--- src/rtl/button_conditioner.sv ---
// Push-button input stage: 2-FF synchroniser, per-bit debounce, press pulses,
// and per-frame latching of levels and taps with left/right conflict resolution.
module button_conditioner #(
    parameter int unsigned NUM_BTN         = 4,
    parameter int unsigned DEBOUNCE_CYCLES = 742500,
    parameter int unsigned CNT_W           = 20
) (
    input  logic               pixel_clk,
    input  logic               rst,
    input  logic               fsync,
    input  logic [NUM_BTN-1:0] btn_raw,
    output logic [NUM_BTN-1:0] btn_level,
    output logic [NUM_BTN-1:0] btn_press,
    output logic [NUM_BTN-1:0] btn_frame_press,
    output logic [NUM_BTN-1:0] btn_debounced
);

    localparam int unsigned      NUM_PAIR = NUM_BTN / 2;
    localparam logic [CNT_W-1:0] CNT_LAST = CNT_W'(DEBOUNCE_CYCLES - 1);

    logic [NUM_BTN-1:0] r_s1;
    logic [NUM_BTN-1:0] r_s2;
    logic [NUM_BTN-1:0] r_deb;
    logic [NUM_BTN-1:0] r_press;
    logic [NUM_BTN-1:0] r_pending;
    logic [NUM_BTN-1:0] r_level;
    logic [NUM_BTN-1:0] r_frame_press;
    logic [CNT_W-1:0]   r_cnt [NUM_BTN];

    logic [NUM_BTN-1:0] w_accept;
    logic [NUM_BTN-1:0] w_resolved;

    always_ff @(posedge pixel_clk) begin
        if (rst) begin
            r_s1 <= '0;
            r_s2 <= '0;
        end else begin
            r_s1 <= btn_raw;
            r_s2 <= r_s1;
        end
    end

    // A change is accepted once s2 has differed from deb for DEBOUNCE_CYCLES edges.
    always_comb begin
        w_accept = '0;
        for (int unsigned i = 0; i < NUM_BTN; i++) begin
            w_accept[i] = (r_s2[i] != r_deb[i]) && (r_cnt[i] == CNT_LAST);
        end
    end

    always_ff @(posedge pixel_clk) begin
        if (rst) begin
            r_deb   <= '0;
            r_press <= '0;
            for (int unsigned i = 0; i < NUM_BTN; i++) begin
                r_cnt[i] <= '0;
            end
        end else begin
            for (int unsigned i = 0; i < NUM_BTN; i++) begin
                if (r_s2[i] == r_deb[i]) begin
                    r_cnt[i] <= '0;
                end else if (w_accept[i]) begin
                    r_deb[i] <= r_s2[i];
                    r_cnt[i] <= '0;
                end else begin
                    r_cnt[i] <= r_cnt[i] + CNT_W'(1);
                end
            end
            r_press <= w_accept & r_s2;
        end
    end

    // Opposing directions of one player cancel each other in the latched level.
    always_comb begin
        w_resolved = r_deb;
        for (int unsigned p = 0; p < NUM_PAIR; p++) begin
            if (r_deb[2*p] && r_deb[2*p+1]) begin
                w_resolved[2*p]   = 1'b0;
                w_resolved[2*p+1] = 1'b0;
            end
        end
    end

    // A press seen on the fsync cycle belongs to the closing frame, so clear wins.
    always_ff @(posedge pixel_clk) begin
        if (rst) begin
            r_pending     <= '0;
            r_level       <= '0;
            r_frame_press <= '0;
        end else if (fsync) begin
            r_frame_press <= r_pending | r_press;
            r_level       <= w_resolved;
            r_pending     <= '0;
        end else begin
            r_pending     <= r_pending | r_press;
        end
    end

    assign btn_level       = r_level;
    assign btn_press       = r_press;
    assign btn_frame_press = r_frame_press;
    assign btn_debounced   = r_deb;

endmodule

--- config.mk ---
export PLATFORM = sky130hd
export DESIGN_NAME = button_conditioner
export DESIGN_NICKNAME = d
export VERILOG_FILES = /design/src/rtl/button_conditioner.sv
export SDC_FILE = /design/constraint.sdc
export NUM_CORES = 1
export LEC_CHECK = 0
export BUFFER_PORTS_ARGS = -buffer_cell sky130_fd_sc_hd__buf_2
export CAP_MARGIN = 25
export CORE_ASPECT_RATIO = 1.75
export CORE_MARGIN = 5
export CORE_UTILIZATION = 62
export DETAILED_ROUTE_END_ITERATION = 7
export MAX_ROUTING_LAYER = met4
export PLACE_DENSITY_LB_ADDON = 0.08
export SYNTH_ARGS = -nofsm -noshare
export SYNTH_HDL_FRONTEND = slang
export SYNTH_SLANG_ARGS = --single-unit
--- constraint.sdc ---
create_clock -name pixel_clk -period 3.1 [get_ports pixel_clk]
set_clock_uncertainty 0.15 [all_clocks]
set_input_delay 0.465 -clock pixel_clk [delete_from_list [all_inputs] [get_ports pixel_clk]]
set_output_delay 0.465 -clock pixel_clk [all_outputs]
set_load 0.1 [all_outputs]
==> impl_metrics.toml, run 1 <==
[status]
status = "finished clean"

[clock_network]
clk_pin_slew_ns = 0.07
cts_resized = 0
post_cts_buffers = 0
insertion_delay_ns = 0.35
ctsHoldBuffers = 0
cts_buffer_depth = 2
cts_made_buffers = 9
cts-root-buf = "clkbuf_16"
htree_levels = 3
cts_tree = "done"
clock_sinks = 108

[sta]
max-slew-margin-rel_pct = 55.3
setup_tns_ns = 0
hold_viol = 0
rsz0062_at_grt = "false"
finalWorstSetupSlack_ns = 0.607
tightestPinTransition_ns = 0.666
fin_crit_sh_pct = 80.4
setup_viol = 0
slew_viol_final = 0
max_freq_ghz = 0.401
period_needed_ns = 2.49

[finish]
antenna_cells = 0
n_fill_cell = 650
multi_input_area_mm2 = 0.00258
most-common-layout-cells = "80 x edfxtp_1, 80 x conb_1, 79 x nor2_1"
nets = 635
drive_gt1_share_pct = 7.47
ff_latch_area_mm2 = 0.00296
synthToLayoutAreaGrowth_pct = 15.0
stdcell_area_mm2 = 0.00618

[placed_design]
port_buffers = 22
post-place-ws_ns = 0.628
gp_congestion = 0.832
placed_area_mm2 = 0.00589
dpl.hpwl_mm = 7.55

[global_routing]
top_usage_layer = "met2"
overflow = 0
grt_pass1_vias = 4134
antenna_found_initial = 0
use_met1_pct = 24.4
grt_pass1_wl_mm = 17.8
grt_util_met2_pct = 37.4
grt_max_degree = 25
grt_usage_pct = 21.7
grtUsageMet3_pct = 3.04

[critical_path]
worstPathRequired_ns = 3.06
reg2reg_depth = 6
end_kind = "flop"
crit_chain = "ha_1 -> nor4bb_1 -> nand4_1 -> o21ai_1 -> buf_4 -> nor2_1"
r2r_end = "r_cnt[3][3]$_SDFFCE_PN0P_"
reg2reg_from = "r_cnt[3][0]$_SDFFCE_PN0P_"
startpoint_type = "flop"
critical_path.max_stage_delay_ns = 0.58
crit_path_top_delay_cell = "o21ai_1"
worst_ep_arrival_time_ns = 2.45
critPathKind = "flop to flop"
path_delay_family = "simple AND/OR/NAND/NOR gates"
regToRegSetupSlack_ns = 0.61
cp_max_fo = 11
critPathBufInv = 1

[route]
drt_iter0_drc = 267
vias_per_cell = 5.47
postRouteAntennaNets = 0
first_pass_iters = 4
wirelength_mm = 10.3
vias = 4080
drcViolationCount = 0
wl_per_cell_um = 13.8

[floorplan]
start_util_pct = 62.8
io-pin-count = 23
die_h_um = 133
coreArea_mm2 = 0.00856
rows = 45
fp.dieW_um = 80.4
dieArea_mm2 = 0.0107

[pwr]
peakVddDrop_mv = 0.439
power.density_mw_per_mm2 = 473
power_leakage_nw = 2.14

[synthesis]
synth-seq-cells = 108
synth_top_area_cell = "edfxtp_1"
yosysWarnings = 0
async_flop_share_pct = 0
ys_seq_area_share_pct = 55.1
synthTopCellsByArea = "edfxtp_1 45%, dfxtp_1 10%, nor2_1 5.5%"
synthesis.area_mm2 = 0.00538
synth.top_cell.area_share_pct = 44.7
ys_types = 37
synthFlopType = "edfxtp_1"
synth_edf_count = 80
syn_area_per_cell_um2 = 10.2
syn_inst = 527

[flow_run]
cap_violations = 0

[worst_hold_path]
worstHoldPathType = "input port to flop"
min-delay-start = "btn_raw[0]"
hold_depth = 2
hold_end = "r_s1[0]$_SDFF_PP0_"
[cells by family (layout without fill, tap and decap cells)]
group,count (synthesis),after routing,synth area share [%]
buf+inv,34,57,2.42
other cells,1,80,0.0698
xor+xnor,53,53,8.64
fa+ha+maj,4,4,0.931
compound gates,65,65,6.66
simple gates,262,262,26.2
flops,108,108,55.1
[layer usage]
layer,up-vias,part of all wire [%]
met5,-,0
met4,0,2.6
met3,24,2.1
met2,69,54
met1,1941,41
li1,2046,-
[Yosys cell counts (6+ instances only)]
library cell and count:
edfxtp_1 80, nor2_1 79, xnor2_1 33, a21oi_1 30
nand2_1 29, dfxtp_1 28, nand3_1 28, o21ai_0 22
or3_1 21, xor2_1 20, nand4_1 19, clkbuf_1 16
nor3_1 16, inv_1 14, or4_1 12, nor4_1 11
and4_1 9, nor2b_1 8, and3_1 7, nand3b_1 6
o31ai_1 6
[area by class of cell]
| class | instances | area share (%) |
|---|---|---|
| multi-input cells | 464 | 41.7 |
| inverters | 14 | 0.850 |
| flip-flops and latches | 108 | 47.9 |
| clock buffers | 10 | 4.05 |
| well taps | 117 | 2.37 |
| clock inverters | 6 | 0.708 |
| repair buffers | 27 | 2.39 |
[state kept, by name (all words and copies together), names as in the netlist]
signal and count:
btn_debounced 4, btn_frame_press 4, btn_level 4, btn_press 4, r_cnt 80, r_pending 4
r_s1 4, r_s2 4
[through the flow]
| step | utilization [%] | instances | hold WS, ns | power, mW |
|---|---|---|---|---|
| floorplan | - | 606 | 0.264 | 1.79 |
| global placement | 68.8 | 730 | 0.270 | 1.82 |
| detailed placement | 68.8 | 730 | 0.274 | 1.83 |
| CTS | 72.2 | 746 | 0.166 | 2.94 |
| global route | 72.2 | 746 | 0.186 | 3.03 |
| finish | 72.2 | 746 | 0.172 | 2.92 |
[worst max path at each step]
stage	start	endpoint	slack (ns)	cells after the start
floorplan	btn_debounced[0]$_SDFFE_PP0P_	r_cnt[0][10]$_SDFFCE_PN0P_	0.79	5
global placement	r_cnt[3][0]$_SDFFCE_PN0P_	r_cnt[3][6]$_SDFFCE_PN0P_	0.73	6
detailed placement	r_cnt[3][0]$_SDFFCE_PN0P_	r_cnt[3][5]$_SDFFCE_PN0P_	0.63	6
CTS	r_cnt[3][0]$_SDFFCE_PN0P_	r_cnt[3][5]$_SDFFCE_PN0P_	0.60	6
global route	r_cnt[3][0]$_SDFFCE_PN0P_	r_cnt[3][5]$_SDFFCE_PN0P_	0.46	6
finish	r_cnt[3][0]$_SDFFCE_PN0P_	r_cnt[3][3]$_SDFFCE_PN0P_	0.61	6
[power by group]
part	switching [mW]	internal [mW]	total, mW
Combinational	0.0913	0.0483	0.140
Clock	0.520	0.599	1.12
Sequential	0.0594	1.60	1.66
Total	0.671	2.25	2.92
(Power assumes the default switching activity.)
==> run 2: changes to the inputs <==
- clock period: 3.1 -> 2.45 ns (I/O delays scaled with it)
==> impl_metrics.toml, run 2 (synthesis results as in run 1) <==
[route]
drt_iter0_drc = 242
wl_per_cell_um = 13.6
wirelength_mm = 10.2
postRouteAntennaNets = 0
vias = 4124
vias_per_cell = 5.51
first_pass_iters = 4
drcViolationCount = 0

[pwr]
power_mw = 3.79
power.density_mw_per_mm2 = 609
peakVddDrop_mv = 0.540
power_leakage_nw = 2.14

[finish]
stdcell_area_mm2 = 0.00622
synthToLayoutAreaGrowth_pct = 15.8
antenna_cells = 0
nets = 638
regMostFlops = "r_cnt"
most-common-layout-cells = "80 x edfxtp_1, 80 x conb_1, 79 x nor2_1"
final_cells = 749
largest_register_ffs = 80
drive_gt1_share_pct = 7.59

[critical_path]
reg2reg_depth = 5
reg2reg_from = "r_cnt[2][1]$_SDFFCE_PN0P_"
cp_max_fo = 7
worstPathRequired_ns = 2.49
critPathKind = "flop to flop"
startpoint_type = "flop"
end_kind = "flop"
worst_ep_arrival_time_ns = 2.39
regToRegSetupSlack_ns = 0.11
r2r_end = "r_cnt[2][18]$_SDFFCE_PN0P_"

[sta]
max_freq_ghz = 0.427
hold_viol = 0
finalWorstSetupSlack_ns = 0.109
period_needed_ns = 2.34
fin_crit_sh_pct = 95.6
holdWs_ns = 0.0838
slew_viol_final = 0
setup_viol = 0

[global_routing]
grt_pass1_wl_mm = 18.1
grt_pass1_vias = 4204
antenna_found_initial = 0
grt_usage_pct = 22.0
overflow = 0
grt_max_degree = 23

[floorplan]
fp.dieW_um = 80.4
die_h_um = 133
rows = 45
dieArea_mm2 = 0.0107
start_util_pct = 62.8
coreArea_mm2 = 0.00856
io-pin-count = 23

[clock_network]
cts_made_buffers = 9
cts_buffer_depth = 2
cts-root-buf = "clkbuf_16"
clk_pin_slew_ns = 0.07
insertion_delay_ns = 0.35
cts_tree = "done"
htree_levels = 3
clock_sinks = 108

[placed_design]
post-place-ws_ns = 0.0531
dpl.hpwl_mm = 7.40
gp_congestion = 0.860
port_buffers = 22
placed_area_mm2 = 0.00591
place_inst = 733

[worst_hold_path]
min-delay-start = "btn_raw[2]"
hold_end = "r_s1[2]$_SDFF_PP0_"
worstHoldPathType = "input port to flop"
hold_depth = 2

[flow_run]
cap_violations = 0

[status]
status = "finished clean"
[run 2: cell types whose count changed in the layout (fill, tap and decap cells not counted), moves of 2 or more]
| cell | change |
|---|---|
| clkinv_4 | -2 |
| inv_4 | -2 |
| clkinv_1 | +3 |
| bufinv_16 | +2 |
| buf_4 | +3 |
[run 2: routing by layer]
metal / wire length [um] / part of all wire (%) / vias to the layer above / global-route usage, %
met3: 313 / 3.1 / 28 / 3.65
met4: 318 / 3.1 / 0 / 11.0
met2: 5460 / 54 / 80 / 38.6
met5: 0 / 0 / - / -
met1: 4100 / 40 / 1967 / 23.1
li1: - / - / 2049 / -
[run 2: how the worst max path moves through the flow]
stage / startpoint / endpoint / slack, ns / cells past startpoint
5_1_grt: r_cnt[2][1]$_SDFFCE_PN0P_ / r_cnt[2][18]$_SDFFCE_PN0P_ / -0.002 / 5
3_3_place_gp: r_cnt[2][1]$_SDFFCE_PN0P_ / r_cnt[2][18]$_SDFFCE_PN0P_ / 0.15 / 5
4_1_cts: r_cnt[2][1]$_SDFFCE_PN0P_ / r_cnt[2][18]$_SDFFCE_PN0P_ / 0.02 / 5
3_5_place_dp: r_cnt[2][1]$_SDFFCE_PN0P_ / r_cnt[2][18]$_SDFFCE_PN0P_ / 0.05 / 5
6_report: r_cnt[2][1]$_SDFFCE_PN0P_ / r_cnt[2][18]$_SDFFCE_PN0P_ / 0.11 / 5
2_1_floorplan: btn_debounced[0]$_SDFFE_PP0P_ / r_cnt[0][10]$_SDFFCE_PN0P_ / 0.14 / 5
[run 2: what timing repair did]
action / in CTS / in global routing
endpoints found under the setup margin: 0 / 1
hold buffers: 0 / 0
buffers inserted: 0 / 0
resized for setup: 0 / 2
[run 2: final cells by class]
class                      count  area [um2]
sequential                   108        2960
multi-input combinational    464        2580
fill                         671        2330
clock buffer                  10         229
timing repair buffer          30         170
tap                          117         146
clock inverter                 6        78.8
inverter                      14        52.6
[run 2: critical path, stage by stage, from the launching register on]
cell and delay (ns):
edfxtp_1 0.40, ha_2 0.25, nand3_1 0.15, or4_4 0.59, or4_1 0.49, a21oi_1 0.17
[run 2: per-stage QoR]
stage | utilization [%] | TNS [ns]
global placement | 69.1 | 0
floorplan | - | 0
detailed placement | 69.1 | 0
global route | 72.7 | -0.00166
finish | 72.7 | 0
CTS | 72.7 | 0
[run 2: power breakdown]
| part | internal, mW | total, mW | switching, mW | leakage [nW] |
|---|---|---|---|---|
| sequential | 2.03 | 2.11 | 0.0763 | 1.05 |
| combinational | 0.0627 | 0.179 | 0.116 | 0.946 |
| clock | 0.886 | 1.50 | 0.618 | 0.145 |
==> run 3: changes to the inputs <==
- ABC_AREA: default -> 1
==> impl_metrics.toml, run 3 <==
[placed_design]
dpl.hpwl_mm = 10.1
placed_area_mm2 = 0.00678
gp_congestion = 0.950
place_inst = 1031
port_buffers = 22

[route]
wirelength_mm = 12.9
vias = 5325
first_pass_iters = 4
wl_per_cell_um = 12.3
postRouteAntennaNets = 0
drcViolationCount = 0
drt_iter0_drc = 256
vias_per_cell = 5.08

[worst_hold_path]
hold_depth = 3
worstHoldPathType = "input port to flop"
min-delay-start = "btn_raw[2]"
hold_end = "r_s1[2]$_SDFF_PP0_"

[synthesis]
ys_seq_area_share_pct = 47.4
synth_edf_count = 80
yosysWarnings = 0
synth_top_area_cell = "edfxtp_1"
synth.top_cell.area_share_pct = 38.4
async_flop_share_pct = 0
synthTopCellsByArea = "edfxtp_1 38%, nand2_1 12%, nor2_1 11%"
synth_commonest_cells = "203 x nand2_1, 180 x nor2_1, 82 x inv_1, 80 x edfxtp_1, 54 x nand3_1"
yosysMostFrequentCell = "nand2_1"
ys_types = 34
synth-seq-cells = 108
synthFlopType = "edfxtp_1"
synthesis.area_mm2 = 0.00625
syn_inst = 812
syn_area_per_cell_um2 = 7.70

[critical_path]
reg2reg_depth = 8
critPathKind = "flop to flop"
critical_path.max_stage_delay_ns = 0.44
startpoint_type = "flop"
reg2reg_from = "r_cnt[3][0]$_SDFFCE_PN0P_"
end_kind = "flop"
regToRegSetupSlack_ns = 0.35
cp_max_fo = 20
worstPathRequired_ns = 2.38
crit_chain = "ha_1 -> nand2_1 -> nor2_1 -> nand2_1 -> inv_2 -> nand3b_2 -> nand2_2 -> nor2_1"
crit_path_top_delay_cell = "edfxtp_1"
r2r_end = "r_cnt[3][15]$_SDFFCE_PN0P_"
path_delay_family = "simple AND/OR/NAND/NOR gates"
worst_ep_arrival_time_ns = 2.03
critPathBufInv = 1

[pwr]
power_leakage_nw = 2.73
peakVddDrop_mv = 0.391
power.density_mw_per_mm2 = 521

[finish]
drive_gt1_share_pct = 10.6
most-common-layout-cells = "203 x nand2_1, 180 x nor2_1, 82 x inv_1"
regMostFlops = "r_cnt"
final_util_pct = 71.6
nets = 928
multi_input_area_mm2 = 0.00317
synthToLayoutAreaGrowth_pct = 12.8
ff_latch_area_mm2 = 0.00296
final_cells = 1048
final_common_cell = "nand2_1"
largest_register_ffs = 80
n_fill_cell = 830
stdcell_area_mm2 = 0.00705

[floorplan]
rows = 48
io-pin-count = 23
dieArea_mm2 = 0.0123
die_h_um = 143
fp.dieW_um = 85.9
start_util_pct = 63.4
coreArea_mm2 = 0.00985

[clock_network]
insertion_delay_ns = 0.34
cts_buffer_depth = 2
cts_resized = 0
clk_pin_slew_ns = 0.07
ctsHoldBuffers = 0
cts-root-buf = "clkbuf_16"
clock_sinks = 108
cts_made_buffers = 9
post_cts_buffers = 0
htree_levels = 3
cts_tree = "done"

[flow_run]
cap_violations = 0

[global_routing]
grt_pass1_vias = 5353
grt_pass1_wl_mm = 22.5
grt_usage_pct = 23.2
overflow = 0
antenna_found_initial = 1
grt_max_degree = 21

[sta]
period_needed_ns = 2.10
max_freq_ghz = 0.476
tightestPinTransition_ns = 0.521
max-slew-margin-rel_pct = 65.5
setup_viol = 0
slew_viol_final = 0
rsz0062_at_grt = "false"
hold_viol = 0
fin_crit_sh_pct = 85.8
setup_tns_ns = 0

[status]
status = "finished clean"
run 3: cell types whose count changed in the layout (fill, tap and decap cells not counted), moves of 13 or more:
cell     previous run  this run
nand2_1            29       203
nor2_1             79       180
inv_1              14        82
nand3_1            28        54
or3_1              21         0
xnor2_1            33        13
nor2_2              0        15
nor3_1             16         3
run 3: how the worst max path moves through the flow:
| stage | depth (start not counted) | startpoint | end | slack [ns] |
|---|---|---|---|---|
| 2_1_floorplan | 5 | btn_debounced[0]$_SDFFE_PP0P_ | r_cnt[0][10]$_SDFFCE_PN0P_ | 0.43 |
| 3_3_place_gp | 8 | r_cnt[3][0]$_SDFFCE_PN0P_ | r_cnt[3][9]$_SDFFCE_PN0P_ | 0.45 |
| 3_5_place_dp | 8 | r_cnt[3][0]$_SDFFCE_PN0P_ | r_cnt[3][15]$_SDFFCE_PN0P_ | 0.36 |
| 4_1_cts | 8 | r_cnt[3][0]$_SDFFCE_PN0P_ | r_cnt[3][15]$_SDFFCE_PN0P_ | 0.36 |
| 5_1_grt | 8 | r_cnt[3][0]$_SDFFCE_PN0P_ | r_cnt[3][15]$_SDFFCE_PN0P_ | 0.18 |
| 6_report | 8 | r_cnt[3][0]$_SDFFCE_PN0P_ | r_cnt[3][15]$_SDFFCE_PN0P_ | 0.35 |
run 3: area by class of cell:
class	instances	share of cell area (%)
clock buffers	12	3.50
well taps	125	2.22
repair buffers	27	2.09
inverters	91	4.85
clock inverters	4	0.320
flip-flops and latches	108	42.0
multi-input cells	680	44.9
diodes	1	0.0355
run 3: cells by family after synthesis:
kind of cell / share of synthesized area (%)
and+or+nand+nor: 35.4
DFF: 47.4
buffers and inverters: 6.63
AOI/OAI and AO/OA: 5.35
xor gates and xnor gates: 4.35
adders and majority gates: 0.801
other: 0.0600
run 3: worst min-delay path, delay by kind of cell:
family	cells	cell delay, ns
buf+inv	2	0.13
simple gates	1	0.03
run 3: stage by stage:
step,total power [mW],hold slack [ns],setup WS [ns]
2_1_floorplan,2.31,0.238,0.435
3_3_place_gp,2.37,0.251,0.452
3_5_place_dp,2.38,0.250,0.361
4_1_cts,3.70,0.0690,0.358
5_1_grt,3.85,0.0846,0.176
6_report,3.67,0.0729,0.349
run 3: routing by layer:
layer  GRT usage [%]  vias up  part of all wire (%)
li1                -     2749                     -
met5               -        -                     0
met1            25.1     2431                    40
met2            41.6      120                    54
met4            10.1        0                   2.5
met3            3.41       25                   3.5
run 3: power by group:
group | switching [mW] | internal (mW) | leakage [nW] | total (mW)
clock | 0.615 | 0.716 | 0.137 | 1.33
sequential | 0.0789 | 2.03 | 1.05 | 2.11
combinational | 0.167 | 0.0676 | 1.54 | 0.234
